## src/rtl/mem_stage.sv

```systemverilog
// RV32I memory-access stage: byte-serial loads/stores over an 8-bit RAM port,
// registered MEM/WB triple, and a stall request while multi-byte accesses run.
module mem_stage #(
  parameter int ADDR_W = 17
) (
  input  logic              clk,
  input  logic              rst,
  input  logic [4:0]        wa,
  input  logic              we,
  input  logic [31:0]       res,
  input  logic [4:0]        ex_mem_e,
  input  logic [31:0]       ex_mem_n,
  input  logic [7:0]        mem_din,
  output logic [ADDR_W-1:0] mem_a,
  output logic [7:0]        mem_dout,
  output logic              mem_wr,
  output logic              stall_req,
  output logic [4:0]        wa_o,
  output logic              we_o,
  output logic [31:0]       wn_o
);

  typedef enum logic [1:0] {IDLE, LOAD, STORE} state_t;

  state_t      st, st_nx;
  logic [1:0]  i, i_nx;
  logic [23:0] lbuf;
  logic [1:0]  off;
  logic        drv, done;
  logic [31:0] addr, ld_val;

  logic       en, wr, sgn;
  logic [1:0] len, lst;
  assign en  = ex_mem_e[4];
  assign len = ex_mem_e[3:2];
  assign wr  = ex_mem_e[1];
  assign sgn = ex_mem_e[0];
  // Index of the final byte: 0, 1 or 3 (len 10 behaves as a word).
  assign lst = {len[1], |len};

  assign addr = res + {30'd0, off};

  always_comb begin
    st_nx     = st;
    i_nx      = i;
    off       = 2'd0;
    drv       = 1'b0;
    done      = 1'b0;
    mem_wr    = 1'b0;
    stall_req = 1'b0;
    case (st)
      IDLE: begin
        if (en) begin
          drv = 1'b1;
          if (wr) begin
            mem_wr = 1'b1;
            if (lst == 2'd0) done = 1'b1;
            else begin
              stall_req = 1'b1;
              st_nx     = STORE;
              i_nx      = 2'd1;
            end
          end else begin
            stall_req = 1'b1;
            st_nx     = LOAD;
            i_nx      = 2'd0;
          end
        end else begin
          done = 1'b1;
        end
      end
      // In LOAD, i is the byte arriving on mem_din; the next address is issued alongside.
      LOAD: begin
        off = i + 2'd1;
        if (i == lst) begin
          done  = 1'b1;
          st_nx = IDLE;
          i_nx  = 2'd0;
        end else begin
          drv       = 1'b1;
          stall_req = 1'b1;
          i_nx      = i + 2'd1;
        end
      end
      STORE: begin
        off    = i;
        drv    = 1'b1;
        mem_wr = 1'b1;
        if (i == lst) begin
          done  = 1'b1;
          st_nx = IDLE;
          i_nx  = 2'd0;
        end else begin
          stall_req = 1'b1;
          i_nx      = i + 2'd1;
        end
      end
      default: st_nx = IDLE;
    endcase
    if (rst) begin
      mem_wr    = 1'b0;
      stall_req = 1'b0;
      drv       = 1'b0;
      done      = 1'b0;
    end
  end

  assign mem_a    = drv ? addr[ADDR_W-1:0] : '0;
  assign mem_dout = (drv && mem_wr) ? ex_mem_n[{off, 3'b000} +: 8] : 8'd0;

  always_comb begin
    case (lst)
      2'd0:    ld_val = sgn ? {24'd0, mem_din} : {{24{mem_din[7]}}, mem_din};
      2'd1:    ld_val = sgn ? {16'd0, mem_din, lbuf[7:0]}
                            : {{16{mem_din[7]}}, mem_din, lbuf[7:0]};
      default: ld_val = {mem_din, lbuf};
    endcase
  end

  always_ff @(posedge clk or posedge rst) begin
    if (rst) begin
      st   <= IDLE;
      i    <= 2'd0;
      lbuf <= 24'd0;
      wa_o <= 5'd0;
      we_o <= 1'b0;
      wn_o <= 32'd0;
    end else begin
      st <= st_nx;
      i  <= i_nx;
      if (st == LOAD && i != lst) begin
        case (i)
          2'd0:    lbuf[7:0]   <= mem_din;
          2'd1:    lbuf[15:8]  <= mem_din;
          default: lbuf[23:16] <= mem_din;
        endcase
      end
      if (done) begin
        wa_o <= wa;
        we_o <= (en && wr) ? 1'b0 : we;
        wn_o <= (en && !wr) ? ld_val : res;
      end
    end
  end

endmodule

```

## config.mk

```make
export PLATFORM = sky130hd
export DESIGN_NAME = mem_stage
export DESIGN_NICKNAME = d
export VERILOG_FILES = /design/src/rtl/mem_stage.sv
export SDC_FILE = /design/constraint.sdc
export NUM_CORES = 1
export LEC_CHECK = 0
export CAP_MARGIN = 10
export CORE_MARGIN = 4
export CORE_UTILIZATION = 45
export CTS_BUF_LIST = sky130_fd_sc_hd__clkbuf_4 sky130_fd_sc_hd__clkbuf_8 sky130_fd_sc_hd__clkbuf_16
export DETAILED_ROUTE_END_ITERATION = 6
export PLACE_DENSITY = 0.81
export SETUP_SLACK_MARGIN = 0.3
export SYNTH_ARGS = -nofsm -noshare
export SYNTH_HDL_FRONTEND = slang
export SYNTH_SLANG_ARGS = --single-unit
```

## constraint.sdc

```tcl
create_clock -name clk -period 4.86 [get_ports clk]
set_input_delay 0.972 -clock clk [delete_from_list [all_inputs] [get_ports clk]]
set_output_delay 0.972 -clock clk [all_outputs]
set_load 0.02 [all_outputs]
```

# Word-level counts from Yosys, hierarchy flattened
# Cells that the tools add are included.
# totals
word_cells,75
reg_bits,66
output_inout_bits,65
romBits,0
mem_bits_rw,0
mem_count,0
in_bits,85
latchBits,0
# classes
shifts,1
n_mul,0
div_mod_pow,0
n_bitwise,1
n_reduce_logical,17
mux,37
eq_ne,9
magnitude_cmp,0
n_addsub,2
# ops
cell,n
32-bit 2-to-1 mux,3
32-bit one-hot mux with 2 select lines,1
32-bit by 6-bit variable part select with 8-bit output,1
17-bit by 2-bit adder with 17-bit output,1
17-bit 2-to-1 mux,1
1-bit 2-to-1 mux,16
2-bit 2-to-1 mux,8
2-bit one-hot mux with 2 select lines,3
8-bit 2-to-1 mux,1
"2-bit by 1-bit == test with 1-bit output, second input constant",3
2-bit zero test,3
1-bit one-hot mux with 2 select lines,3
2-bit AND reduction,3
3-bit AND reduction,2
2-bit OR reduction,3
1-bit logical AND,4
"3-bit != test, second input constant",1
1-bit one-hot mux with 3 select lines,1
"2-bit by 1-bit adder with 2-bit output, second input constant",1
2-bit == test,1
"2-bit == test, second input constant",1
"2-bit by 1-bit != test with 1-bit output, second input constant",1
2-bit != test,1
"2-bit != test, second input constant",1
3 further kinds,3

# Longest topological paths before layout
# Gate-level depths: netlist of run 1.
# logic_depth
ltp_word,7
mapped_depth,11
depth_no_buf,10

# Worst setup path after synthesis of run 1
# No wires, ideal clock.
# synth_path
path_kind,register -> output
from,register st[1]
to,output mem_a[16]
setup_slack_ns,0.864
path_stages_with_launch,12
required_time_ns,3.888
t_arrival_ns,3.024
cell_sequence,dfrtp_1 inv_1 ha_1 clkbuf_1 mux2i_1 inv_2 ha_1 inv_1 fa_1 nor4_1 nor2_1 nor3_1
# synth_between
elab_chain_cells,4
elab_cells_between_ends,8
cone_classes,add/sub (1); eq/ne (2); mux (4); reduce/logical (1)
# synth_lines
item,line_no,rtl
"start, declared",25,"state_t st, st_nx;"
"start signal, assigned",129,st <= st_nx;
2-bit == test (tied with other cells),51,case (st)
2-bit one-hot mux with 2 select lines / 1-bit one-hot mux with 3 select lines (equally long branches),51,
17-bit by 2-bit adder with 17-bit output / 1-bit 2-to-1 mux (equally long branches),"41, 100",
17-bit 2-to-1 mux (*),108,assign mem_a = drv ? addr[ADDR_W-1:0] : '0;
"end, declared",14,"output logic [ADDR_W-1:0] mem_a,"
# Every way passes the cells marked *; elsewhere a longest branch is shown, timed or not.

# Worst setup path after layout of run 1
# layout_path
from,input ex_mem_e[3]
to,output mem_a[3]
# layout_between
elab_chain_cells,6
# layout_lines
item,line_no,rtl
"start, declared",11,"input logic [4:0] ex_mem_e,"
2-bit OR reduction,39,"assign lst = {len[1], |len};"
2-bit == test (*),75,if (i == lst) begin
1-bit 2-to-1 mux (*),75,
1-bit one-hot mux with 3 select lines (*),51,
1-bit 2-to-1 mux (*),100,if (rst) begin
17-bit 2-to-1 mux (*),108,
# Marked as above.

==> results.yml, run 1 <==
final_layout:
  fin_nets: 644
  layout.cells.non_filler: 662
  final_core_util_pct: 67.17
  syn_to_final_growth_pct: 46.42
  n_antenna_cell: 0
  drive_gt1_share_pct: 15.52
logic_synthesis:
  synthArstFlopShare_pct: 100.0
  syn_avg_cell_area_um2: 9.953
  yosysSeqAreaShare_pct: 41.48
  synth_area_leaders: "dfrtp_1, mux2_2, nor2_1, mux4_2, o31ai_1"
  syn_nets: 494
  ys.flop_type: "dfrtp_1"
  yosysWarnings: 0
  synth_edf_count: 0
  ys_types: 44
  yosys.area.top_type_share_pct: 41.48
  postSynthCellCount: 400
  ys_ff_latch: 66
  yosysTopAreaCell: "dfrtp_1"
  syn_area_um2: 3981
clock_network:
  clk_path_buf_depth: 2
  numClockSinks: 66
  htree_levels: 3
  cts_tree: "yes"
  clkLatencyLatePin_ns: 0.34
  numCtsBuffers: 9
  clockRootBuffer: "clkbuf_8"
  hold_buffers: 0
  clkSlewWorstSetupHoldPaths_ns: 0.07
global_routing:
  antenna_found_initial: 0
  grt_max_degree: 42
  overflow: 0
  grt.total_usage_pct: 23.92
  grt_pass1_wl_um: 19300
  grt_pass1_vias: 3824
place:
  placedCellCount: 646
  gp_congestion: 0.8867
  port_buffers: 149
  dp_hpwl_um: 9186
route:
  drc: 0
  vias: 3775
  routedWlPerCell_um: 18.83
  firstDrtPassIters: 5
  viasPerCell: 5.702
  wirelength_um: 12470
  final_antenna_net_count: 0
  drt_iter0_markers: 311
power:
  power_density_nw_per_um2: 555.5
  p_leak_nw: 2.412
  peakVddDrop_uv: 347.0
timing:
  setup_tns_ns: 0
  setup_viol_count_final: 0
  fin_crit_ns: 4.437
  skew_ns: 0.007552
  slew_viol_final: 0
  final-hold-violation-count: 0
  worst_pin_slew_ns: 1.160
  fin_crit_sh_pct: 91.29
  slew_headroom_pct: 22.17
  grt_setup_unrepaired: "true"
  fmax_ghz: 0.2254
setup_path:
  cp.arrival_ns: 3.46
  cp_max_fo: 15
  start_kind: "input port"
  critPathKind: "input port to output pin"
  cp.required_ns: 3.89
  endpoint_kind: "output pin"
min_path:
  hold_class: "register to register"
die:
  ios: 150
  fp-row-count: 34
  core_area_um2: 8678
  initial_core_util_pct: 45.88
  die_w_um: 102.1
  dieArea_um2: 10420
  die_h_um: 102.1
flow_run:
  drv_cap: 0
outcome:
  status: "finished clean"
-- where the power goes --
part	total (W)	internal, W	leakage, nW	switching, W
combinational	0.00173	0.000870	1.49	0.000863
clock	0.000522	0.000326	0.117	0.000196
sequential	0.000983	0.000824	0.802	0.000159
total	0.00324	0.00202	2.41	0.00122
-- cells in the final DEF, fill, tap and decap left out, types with 11 or more instances in the layout --
cell type          n
dfrtp_1           66
nor2_1            49
buf_4             11
mux2_2            37
xnor2_1           11
nand2_1           16
a21oi_1           27
mux2i_1           13
clkbuf_8          11
nand3_1           27
clkdlybuf4s50_1  147
nor2b_1           12
inv_1             14
o31ai_1           22
-- critical path, stage by stage --
cell,delay [ns]
clkdlybuf4s50_1,0.58
and4bb_2,0.32
o31ai_1,0.49
nand2_2,0.28
nor2_1,0.18
clkdlybuf4s50_1,0.63
-- area by class of cell --
type                            count  area, um2
Sequential cell                    66       1652
Tap cell                          108      135.1
Timing Repair Buffer              160       1579
Inverter                           16      60.06
Clock buffer                       13      166.4
Multi-Input combinational cell    297       2177
Fill cell                         710       2849
Clock inverter                      2      60.06
-- flip-flops by register name, indices dropped and copies added, names as in the netlist --
signal / flops
lbuf: 24
wa_o: 5
st: 2
we_o: 1
i: 2
wn_o: 32
-- kinds of logic after synthesis --
| logic type | synth area share, % |
|---|---|
| xor gates and xnor gates | 2.640 |
| DFF | 41.48 |
| adders and majority gates | 3.017 |
| muxes | 18.26 |
| buffers and inverters | 4.305 |
| and+or+nand+nor | 16.72 |
| AOI/OAI and AO/OA | 13.58 |
-- worst paths after layout --
| kind | from | endpoint | slack (ns) | cells past startpoint |
|---|---|---|---|---|
| max | ex_mem_e[3] | mem_a[3] | 0.42 | 6 |
| min | wn_o[28] | wn_o[28] | 0.50 | 2 |
| max reg2reg | i[0] | wn_o[2] | 2.62 | 5 |
| min reg2reg | wn_o[28] | wn_o[28] | 0.50 | 2 |
| max in group asynchronous | rst | lbuf[0] | 2.80 | 3 |
| min in group asynchronous | rst | st[1] | 1.21 | 2 |
-- cells in the mapped netlist (all sizes together) (4+ instances only) --
| master | number |
|---|---|
| buf | 6 |
| nor4 | 5 |
| a21oi | 28 |
| nor2b | 13 |
| a221oi | 4 |
| xnor2 | 11 |
| mux2i | 13 |
| nand2 | 17 |
| dfrtp | 66 |
| clkbuf | 15 |
| o31ai | 22 |
| o22ai | 4 |
| mux4 | 8 |
| ha | 8 |
| inv | 16 |
| nor3 | 6 |
| nand3 | 30 |
| mux2 | 37 |
| nor2 | 50 |
| o21ai | 11 |
-- stage by stage --
step                total power (W)  hold WS [ns]  setup slack, ns  area [um2]
floorplan                  0.001998        0.4787           0.8643        3981
global placement           0.002649        0.4834           0.3801        5582
detailed placement         0.002707        0.4935           0.3581        5582
CTS                        0.003255        0.5080           0.3270        5816
global route               0.003441        0.5191           0.2370        5829
finish                     0.003238        0.5001           0.4231        5829
-- metal layers --
layer	up-vias	global-route usage, %	share of wire, %	routed length, um
met3	40	3.959	4.9	612
met1	1844	30.05	39	4822
met2	134	41.38	53	6558
met5	-	0	0	0
met4	0	9.082	3.8	471
li1	1757	-	-	-
-- repair_timing --
item	in CTS	in global routing
resized for setup	0	5
pin swaps	0	0
setup endpoints to repair	3	16
setup buffers	1	0
(Power assumes the default switching activity.)
==> inputs of run 2 (changes only) <==
ABC_AREA = 0   (was unset)
CORE_UTILIZATION = 25   (was 45)
PLACE_DENSITY = unset   (was 0.81)
==> run 2 against run 1 <==
Net effect: hold slack got worse by 0.0015 ns; via count fell by 1.6%; sequential share of layout area decreased by 0.94 points; core utilization fell by 28 points; largest cell class unchanged; non-clock buffer count is 3 higher; critical endpoint unchanged; critical path type unchanged.
==> results.yml, run 2 (synthesis gave the netlist of run 1 again) <==
setup_path:
  rr_worst_depth: 5
  endpoint_kind: "output pin"
  path_delay_family: "buffers and inverters"
  cp_slowest_stage_delay_ns: 0.64
  cpMostUsedCell: "clkdlybuf4s50_1"
  cp_slowest_cell: "clkdlybuf4s50_1"
  cp.arrival_ns: 3.42
  crit_buf_inv: 2
  cp_max_fo: 15
  path_depth: 6
  critPathKind: "input port to output pin"
  cp.required_ns: 3.89
  path_cells: "clkdlybuf4s50_1, and4bb_2, o31ai_1, nand2_2, nor2_1, clkdlybuf4s50_1"
  start_kind: "input port"
final_layout:
  final_cell_mix: "clkdlybuf4s50_1, dfrtp_1, nor2_1"
  drive_gt1_share_pct: 16.31
  top_register: "wn_o"
  largest_reg_flops: 32
  fin_nets: 647
  n_antenna_cell: 0
  final_common_cell: "clkdlybuf4s50_1"
  syn_to_final_growth_pct: 51.57
  final_core_util_pct: 39.12
  reg.largest.list: "wn_o: 32 flops, lbuf: 24 flops, wa_o: 5 flops"
power:
  comb_power_share_pct: 52.6
  p_sw_w: 0.001271
  p_seq_share_pct: 29.4
  peakVddDrop_uv: 352.5
  p_int_w: 0.002079
  sw_frac_of_total_pct: 37.94
  clockPowerShare_pct: 18.0
  p_leak_nw: 2.468
  power_density_nw_per_um2: 555.1
timing:
  slew_viol_final: 0
  fmax_ghz: 0.2275
  grt_setup_unrepaired: "true"
  final-hold-violation-count: 0
  worst_pin_slew_ns: 1.023
  fin_crit_ns: 4.395
  setup_tns_ns: 0
  setup_viol_count_final: 0
  slew_headroom_pct: 31.37
  skew_ns: 0.006625
  fin_crit_sh_pct: 90.43
die:
  fp-row-count: 45
  ios: 150
  core_area_um2: 15430
  die_h_um: 134.2
  initial_core_util_pct: 25.81
  die_w_um: 134.2
  dieArea_um2: 18010
min_path:
  hold_path_depth: 2
  hold_class: "register to register"
clock_network:
  hold_buffers: 0
  clkSlewWorstSetupHoldPaths_ns: 0.05
  numClockSinks: 66
  clkLatencyLatePin_ns: 0.33
  clk_path_buf_depth: 2
  clockRootBuffer: "clkbuf_16"
  cts_tree: "yes"
  numCtsBuffers: 9
  htree_levels: 3
route:
  vias: 3713
  viasPerCell: 4.828
  drc: 0
  wirelength_um: 13930
  final_antenna_net_count: 0
  firstDrtPassIters: 4
  routedWlPerCell_um: 18.12
  drt_iter0_markers: 150
global_routing:
  overflow: 0
  grt.total_usage_pct: 15.59
  grt_pass1_vias: 3814
  grt_max_degree: 44
  antenna_found_initial: 0
  grt_pass1_wl_um: 21960
place:
  port_buffers: 149
  gp_congestion: 0.8190
  dp_hpwl_um: 10800
outcome:
  status: "finished clean"
flow_run:
  drv_cap: 0
==> run 2: cell types whose count changed in the layout (fill, tap and decap cells not counted), sizes merged <==
cell | previous run | this run
buf | 11 | 14
bufinv | 2 | 0
clkdlybuf4s50 | 147 | 146
clkinv | 0 | 3
dlymetal6s2s | 2 | 3
==> run 2: cell type report <==
type                    instances  area [um2]
fillers                      1533        9393
inverters                      16       60.06
clock inverters                 3       15.01
multi-input cells             297        2177
repair buffers                163        1604
flip-flops and latches         66        1653
clock buffers                  13       261.5
well taps                     211       264.0
==> run 2: power groups by stage <==
stage,clock [W],combinational (W),sequential (W)
detailed placement,0,0.00176,0.000992
global route,0.000640,0.00191,0.00102
finish,0.000603,0.00176,0.000986
CTS,0.000619,0.00178,0.000986
global placement,0,0.00172,0.000974
floorplan,0,0.000850,0.00115
==> run 2: layer usage <==
metal	wire length, um	GRT usage [%]	up-vias	part of all wire [%]
met3	691	3.226	18	5.0
met1	5885	19.70	1817	42
met2	7122	26.93	113	51
li1	-	-	1765	-
met4	233	4.581	0	1.7
met5	0	0	-	0
==> run 2: through the flow <==
stage | power (W) | instance area, um2 | instances | hold WS [ns] | worst slack [ns]
2_1_floorplan | 0.001998 | 3981 | 400 | 0.4787 | 0.8643
3_3_place_gp | 0.002699 | 5733 | 752 | 0.4869 | 0.3694
3_5_place_dp | 0.002755 | 5733 | 752 | 0.4904 | 0.3352
4_1_cts | 0.003386 | 6021 | 769 | 0.5014 | 0.3090
5_1_grt | 0.003568 | 6035 | 769 | 0.5233 | 0.2845
6_report | 0.003350 | 6035 | 769 | 0.4986 | 0.4653
==> run 2: path summary, 6_finish.rpt <==
check | from | endpoint | slack, ns
worst max-delay path | ex_mem_e[3] | mem_a[3] | 0.47
worst min-delay path | wn_o[28] | wn_o[28] | 0.50
worst max register to register | i[0] | wn_o[9] | 2.32
worst min register to register | wn_o[28] | wn_o[28] | 0.50
max in group asynchronous | rst | wn_o[3] | 2.69
min in group asynchronous | rst | we_o | 1.28
==> run 2: timing repair <==
item,CTS,global route
hold endpoints to repair,0,0
cloned,0,0
endpoints found under the setup margin,6,16
buffers inserted,1,0
gates resized for setup,1,6
==> run 2: tightest hold or removal path, delay by kind of cell, from the launching register on <==
| family | cells | cell delay, ns |
|---|---|---|
| flops | 1 | 0.34 |
| simple gates | 1 | 0.06 |
| compound gates | 1 | 0.06 |
